$ cat src/rtl/move_cmd_encoder.sv
// Turns debounced direction levels into one-shot move commands on a valid/ready handshake.
// Define MOVE_AUTO_REPEAT_EN to build hold-to-repeat (REPEAT_DELAY, then every REPEAT_PERIOD).
module move_cmd_encoder #(
   parameter int REPEAT_DELAY  = 50_000_000,
   parameter int REPEAT_PERIOD = 10_000_000,
   parameter int CNT_W         = 27
) (
   input  logic       clk,
   input  logic       rst_n,
   input  logic       btn_up,
   input  logic       btn_down,
   input  logic       btn_left,
   input  logic       btn_right,
   output logic       cmd_valid,
   output logic [1:0] cmd_dir,
   output logic       cmd_repeat,
   input  logic       cmd_ready
);

   localparam int LIM_MAX =
      (REPEAT_DELAY > REPEAT_PERIOD) ? REPEAT_DELAY : REPEAT_PERIOD;

   if (REPEAT_DELAY < 2 || REPEAT_PERIOD < 2) begin : g_bad_lim
      $error("repeat limits must be at least 2");
   end
   if (longint'(LIM_MAX - 1) >= (longint'(1) << CNT_W)) begin : g_bad_w
      $error("CNT_W too narrow for repeat limits");
   end

   typedef enum logic [1:0] {
      IDLE  = 2'd0,
      ISSUE = 2'd1,
      HOLD  = 2'd2
   } state_t;

   state_t     state_q, state_d;
   logic       valid_q, valid_d;
   logic [1:0] dir_q, dir_d;
   logic [1:0] dir_pick;
   logic       any_btn;

   assign any_btn = btn_up | btn_down | btn_left | btn_right;

   always_comb begin
      dir_pick = 2'b00;
      priority case (1'b1)
         btn_up:    dir_pick = 2'b00;
         btn_down:  dir_pick = 2'b01;
         btn_left:  dir_pick = 2'b10;
         btn_right: dir_pick = 2'b11;
         default:   dir_pick = 2'b00;
      endcase
   end

`ifdef MOVE_AUTO_REPEAT_EN
   localparam logic [CNT_W-1:0] DLY_LIM = CNT_W'(REPEAT_DELAY - 1);
   localparam logic [CNT_W-1:0] PER_LIM = CNT_W'(REPEAT_PERIOD - 1);

   logic [CNT_W-1:0] cnt_q, cnt_d;
   logic [CNT_W-1:0] limit;
   logic             first_q, first_d;
   logic             broken_q, broken_d;
   logic             rep_q, rep_d;
   logic [3:0]       btns;
   logic             latched_hi;
   logic             at_lim;

   assign btns       = {btn_right, btn_left, btn_down, btn_up};
   assign latched_hi = btns[dir_q];
   assign limit      = first_q ? PER_LIM : DLY_LIM;
   assign at_lim     = (cnt_q == limit);

   always_comb begin
      state_d  = state_q;
      valid_d  = valid_q;
      dir_d    = dir_q;
      rep_d    = rep_q;
      cnt_d    = cnt_q;
      first_d  = first_q;
      broken_d = broken_q;
      unique case (state_q)
         IDLE: begin
            if (any_btn) begin
               dir_d   = dir_pick;
               rep_d   = 1'b0;
               valid_d = 1'b1;
               state_d = ISSUE;
            end
         end
         ISSUE: begin
            if (cmd_ready) begin
               valid_d  = 1'b0;
               cnt_d    = '0;
               broken_d = 1'b0;
               state_d  = HOLD;
            end
         end
         HOLD: begin
            if (!any_btn) begin
               first_d = 1'b0;
               state_d = IDLE;
            end else begin
               // once the latched key lets go, no repeat until full release
               if (!latched_hi) broken_d = 1'b1;
               if (at_lim && latched_hi && !broken_q) begin
                  valid_d = 1'b1;
                  rep_d   = 1'b1;
                  first_d = 1'b1;
                  state_d = ISSUE;
               end else if (!at_lim) begin
                  cnt_d = cnt_q + 1'b1;
               end
            end
         end
         default: begin
            valid_d = 1'b0;
            state_d = HOLD;
         end
      endcase
   end

   always_ff @(posedge clk or negedge rst_n) begin
      if (!rst_n) begin
         cnt_q    <= '0;
         first_q  <= 1'b0;
         broken_q <= 1'b0;
         rep_q    <= 1'b0;
      end else begin
         cnt_q    <= cnt_d;
         first_q  <= first_d;
         broken_q <= broken_d;
         rep_q    <= rep_d;
      end
   end

   assign cmd_repeat = rep_q;
`else
   always_comb begin
      state_d = state_q;
      valid_d = valid_q;
      dir_d   = dir_q;
      unique case (state_q)
         IDLE: begin
            if (any_btn) begin
               dir_d   = dir_pick;
               valid_d = 1'b1;
               state_d = ISSUE;
            end
         end
         ISSUE: begin
            if (cmd_ready) begin
               valid_d = 1'b0;
               state_d = HOLD;
            end
         end
         HOLD: begin
            if (!any_btn) state_d = IDLE;
         end
         default: begin
            valid_d = 1'b0;
            state_d = HOLD;
         end
      endcase
   end

   assign cmd_repeat = 1'b0;
`endif

   // reset parks in HOLD so a key held through reset is ignored
   always_ff @(posedge clk or negedge rst_n) begin
      if (!rst_n) begin
         state_q <= HOLD;
         valid_q <= 1'b0;
         dir_q   <= 2'b00;
      end else begin
         state_q <= state_d;
         valid_q <= valid_d;
         dir_q   <= dir_d;
      end
   end

   assign cmd_valid = valid_q;
   assign cmd_dir   = dir_q;

endmodule

$ cat config.mk
export PLATFORM = sky130hd
export DESIGN_NAME = move_cmd_encoder
export DESIGN_NICKNAME = d
export VERILOG_FILES = /design/src/rtl/move_cmd_encoder.sv
export SDC_FILE = /design/constraint.sdc
export NUM_CORES = 1
export LEC_CHECK = 0
export CORE_AREA = 2 2 39 41
export DETAILED_ROUTE_END_ITERATION = 10
export DIE_AREA = 0 0 41 43
export DONT_BUFFER_PORTS = 1
export PLACE_DENSITY = 0.3
export SETUP_SLACK_MARGIN = 0.15
export SYNTH_ARGS = -nofsm -noshare
export SYNTH_HDL_FRONTEND = slang
export SYNTH_SLANG_ARGS = --single-unit
export TNS_END_PERCENT = 10
$ cat constraint.sdc
create_clock -name clk -period 1.3 [get_ports clk]
set_clock_uncertainty 0.15 [all_clocks]
set_input_delay 0.26 -clock clk [delete_from_list [all_inputs] [get_ports clk]]
set_output_delay 0.26 -clock clk [all_outputs]
set_load 0.05 [all_outputs]
Yosys cells after proc, flatten, opt, wreduce, memory -nomap -nowiden
Cells that the tools add are included.
- flip-flop bits (word level): 5
- output and inout port bits: 4
- word-level logic and storage cells: 27
- eq/ne operators: 5
- multiplexer cells: 11
- bitwise operators: 4
- reductions and logical operators: 4
- operators by type and width (kind ; count):
    two-way mux 2 bit ; 7
    != test 2 bit (second input constant) ; 3
    one-hot mux 2 bit (3 select lines) ; 1
    AND reduction 3 bit ; 2
    OR 1 bit ; 3
    one-hot mux 1 bit (3 select lines) ; 1
    == test 2 x 1 -> 1 bit (second input constant) ; 1
    == test 2 bit (second input constant) ; 1
    logical NOT 2 bit ; 1
    two-way mux 1 bit ; 2
    AND reduction 2 bit ; 1
    NOT 1 bit ; 1

Depth between registers and ports, before layout
- word-level depth: 5
- mapped depth: 3

Worst setup path before layout
OpenSTA, ideal clock, no wires.
- path type: input port to flip-flop
- start: input port btn_left
- end: register state_q[0]
- setup time: 130 ps
- arrival time: 934 ps
- slack: 86 ps
- cell stages on the path: 3
- path buffers: 0
- path through: or4_4 -> nor2_1 -> a211oi_1
- word-level cells in the longest chain between the ends: 4
- ends and longest elaborated chain (what ; line ; RTL):
    from (decl) ; 12 ; input logic btn_left,
    OR 1 bit * (2 in series) ; 42 ; assign any_btn = btn_up | btn_down | btn_left | btn_right;
    != test 2 bit (no source line) ; n/a ;
    AND reduction 3 bit (no source line) * ; n/a ;
    to (signal assigned) ; 176 ; state_q <= state_d;
    to (decl) ; 36 ; state_t state_q, state_d;
Every way passes the cells marked *; elsewhere a longest branch is shown, timed or not.
A chain may end at the register's enable or synchronous reset.

Worst setup path in the final report
- start: register dir_q[0] (netlist: cmd_dir[0])
- end: output port cmd_dir[0]
- RTL lines (what ; line ; RTL):
    from (decl) ; 38 ; logic [1:0] dir_q, dir_d;
    from (signal assigned) ; 178 ; dir_q <= dir_d;
    to (decl) ; 15 ; output logic [1:0] cmd_dir,
No word-level cell between the ends.

==> flow_summary.ini <==
[worst_hold_path]
whs_path_depth = 2
min_path_type = in -> reg

[cells_and_area]
area_growth_pct = 41.0
stdcell_area_um2 = 344
drive_above_1_share_pct = 34.3
instances_no_fill = 51
antenna_cells = 0
nets = 43

[timing]
setup_viol = 0
fin_crit_ns = 1.19
fmax_ghz = 0.841
rsz0062_at_grt = yes
finalCritPeriodShare_pct = 91.5
drv_slew = 0
setup_tns_ns = 0
holdWs_ns = 0.0397
hold_viol_final = 0

[power]
clockPowerShare_pct = 18.3
p_int_uw = 556
comb_power_share_pct = 43.4
seqPwrFrac_pct = 38.3
p_sw_share_pct = 43.0
p_leak_nw = 0.145
powerDensity_nw_per_um2 = 2840
totalPowerFinal_uw = 976
vdd_drop_max_mv = 0.859
p_switching_uw = 420

[setup_path]
path_max_fanout = 2
worstRegToRegCells = 3
slowest_stage = dfrtp_1
cp.arrival_ns = 0.78
worstPathRequired_ns = 0.89
cpPeakStageDelay_ns = 0.38
worstPathCellList = buf_6
critPathKind = reg -> out
crit_buf_inv = 1
end_kind = output port
critPathTopFamily = flip-flops
startpoint_type = register
cp.depth = 1

[logic_synthesis]
seq_area_frac_synth_pct = 51.8
synth_ff_type = dfrtp_1
synth.most_common_cell = nor2_1
synth_edf_count = 0
avgSynthCellArea_um2 = 9.38
yosys_warnings = 0
synth_cells = 26
netlist_area_um2 = 244
synth_area_leader_cell = dfrtp_1
async_reset_ff_share_pct = 100
synth_top_area_share_pct = 41.0
synthTopCellsByArea = dfrtp_1 (41%), dfstp_2 (11%), o21a_1 (9.2%), nor2_1 (7.7%), or4_4 (4.6%)
synth-seq-cells = 5
synthDistinctLibCells = 14
syn_nets = 33
synthTopCellsByCount = nor2_1 (5), dfrtp_1 (4), o21a_1 (3)

[route]
drtIter0Drc = 0
postRouteWirelength_um = 487
via_per_inst = 4.22
drtAntennaViolNets = 0
vias = 215
wl_per_cell_um = 9.55
dr.pass1.iters = 1
drc_errors = 0

[die]
start_util_pct = 17.6
pin_count = 11
dieWidth_um = 41
coreArea_um2 = 1380
die_y_um = 43
dieArea_um2 = 1760
rows = 14

[global_route]
grt_max_degree = 6
antenna_found_initial = 0
grt_pass1_wl_um = 876
overflow = 0
track_usage_pct = 7.66
grt_pass1_vias = 238

[cts]
cts_max_path_buffers = 2
cts_tree = done
path_clk_slew_ns = 0.04
cts-htree-levels = 1
numCtsBuffers = 3
clk_latency_ns = 0.24
cts.sinks = 5
cts-root-buf = clkbuf_4

[outcome]
status = finished clean

[placed_design]
place_congestion = 0.621
io_buffer_count = 0
dp_cells = 44
place_area_um2 = 279
hpwlAfterDp_um = 392

[job]
drv_cap = 0
## flip-flops by register name, indices dropped and copies added, names as in the netlist
register   count
state_q        2
cmd_valid      1
cmd_dir        2
## routing by layer
metal	GRT usage (%)	vias up	wire length, µm
li1	-	109	-
met1	8.79	97	211
met2	10.0	9	226
met3	2.62	0	49
met4	8.00	0	0
met5	0	-	0
## metrics by stage
stage / setup WS [ns] / utilization [%]
2_1_floorplan: 0.0855 / -
5_1_grt: 0.0799 / 24.9
3_5_place_dp: 0.0435 / 20.2
4_1_cts: 0.0947 / 24.7
3_3_place_gp: 0.0581 / 20.2
6_report: 0.111 / 24.9
## cells in the final DEF (no fill, tap or decap)
cell type and instances:
nor2_2 1, or4_4 1, conb_1 1, a21oi_2 1, buf_6 2, dfstp_2 1, clkbuf_4 3, buf_4 2
o21ai_0 2, nor2_1 4, nand2_1 2, nor2b_1 1, dlygate4sd3_1 2, dfrtp_2 1, clkbuf_1 1, inv_1 1
dfrtp_1 3, a211oi_1 1, o21a_1 3, nor3_1 2
## repair_timing
action / 4_1_cts / 5_1_grt
hold buffers: 2 / 0
endpoints found under the setup margin: 4 / 5
hold endpoints to repair: 6 / 0
resized for setup: 3 / 1
buffers inserted: 1 / 0
## path summary, 6_finish.rpt
kind / end / start / slack, ns
worst max-delay path: cmd_dir[0] / cmd_dir[0] / 0.11
worst min-delay path: state_q[1] / cmd_ready / 0.04
worst max register to register: cmd_dir[1] / state_q[1] / 0.16
worst min register to register: cmd_valid / cmd_valid / 0.39
max in group asynchronous: state_q[1] / rst_n / 0.58
min in group asynchronous: cmd_valid / rst_n / 0.16
## cell families (layout without fill, tap and decap cells)
family / count (synthesis) / count (layout) / share of synthesized area [%]
AOI/OAI and AO/OA: 7 / 7 / 20.0
buffers and inverters: 2 / 11 / 4.62
DFF: 5 / 5 / 51.8
other: 1 / 1 / 1.54
and+or+nand+nor: 11 / 11 / 22.1
## final cells by class
cell class	instances	area, µm²
repair buffers	6	57.6
well taps	16	20.0
inverters	1	3.75
clock buffers	4	26.3
fillers	160	1040
flip-flops and latches	5	128
multi-input cells	19	109
## power by group through the flow
stage               Sequential, mW  Clock (mW)  Combinational (mW)
floorplan                    0.475           0               0.155
global placement             0.362           0               0.379
detailed placement           0.367           0               0.374
CTS                          0.370       0.188               0.430
global route                 0.383       0.204               0.473
finish                       0.373       0.178               0.424
No activity file was read; power rests on OpenSTA's default activity.
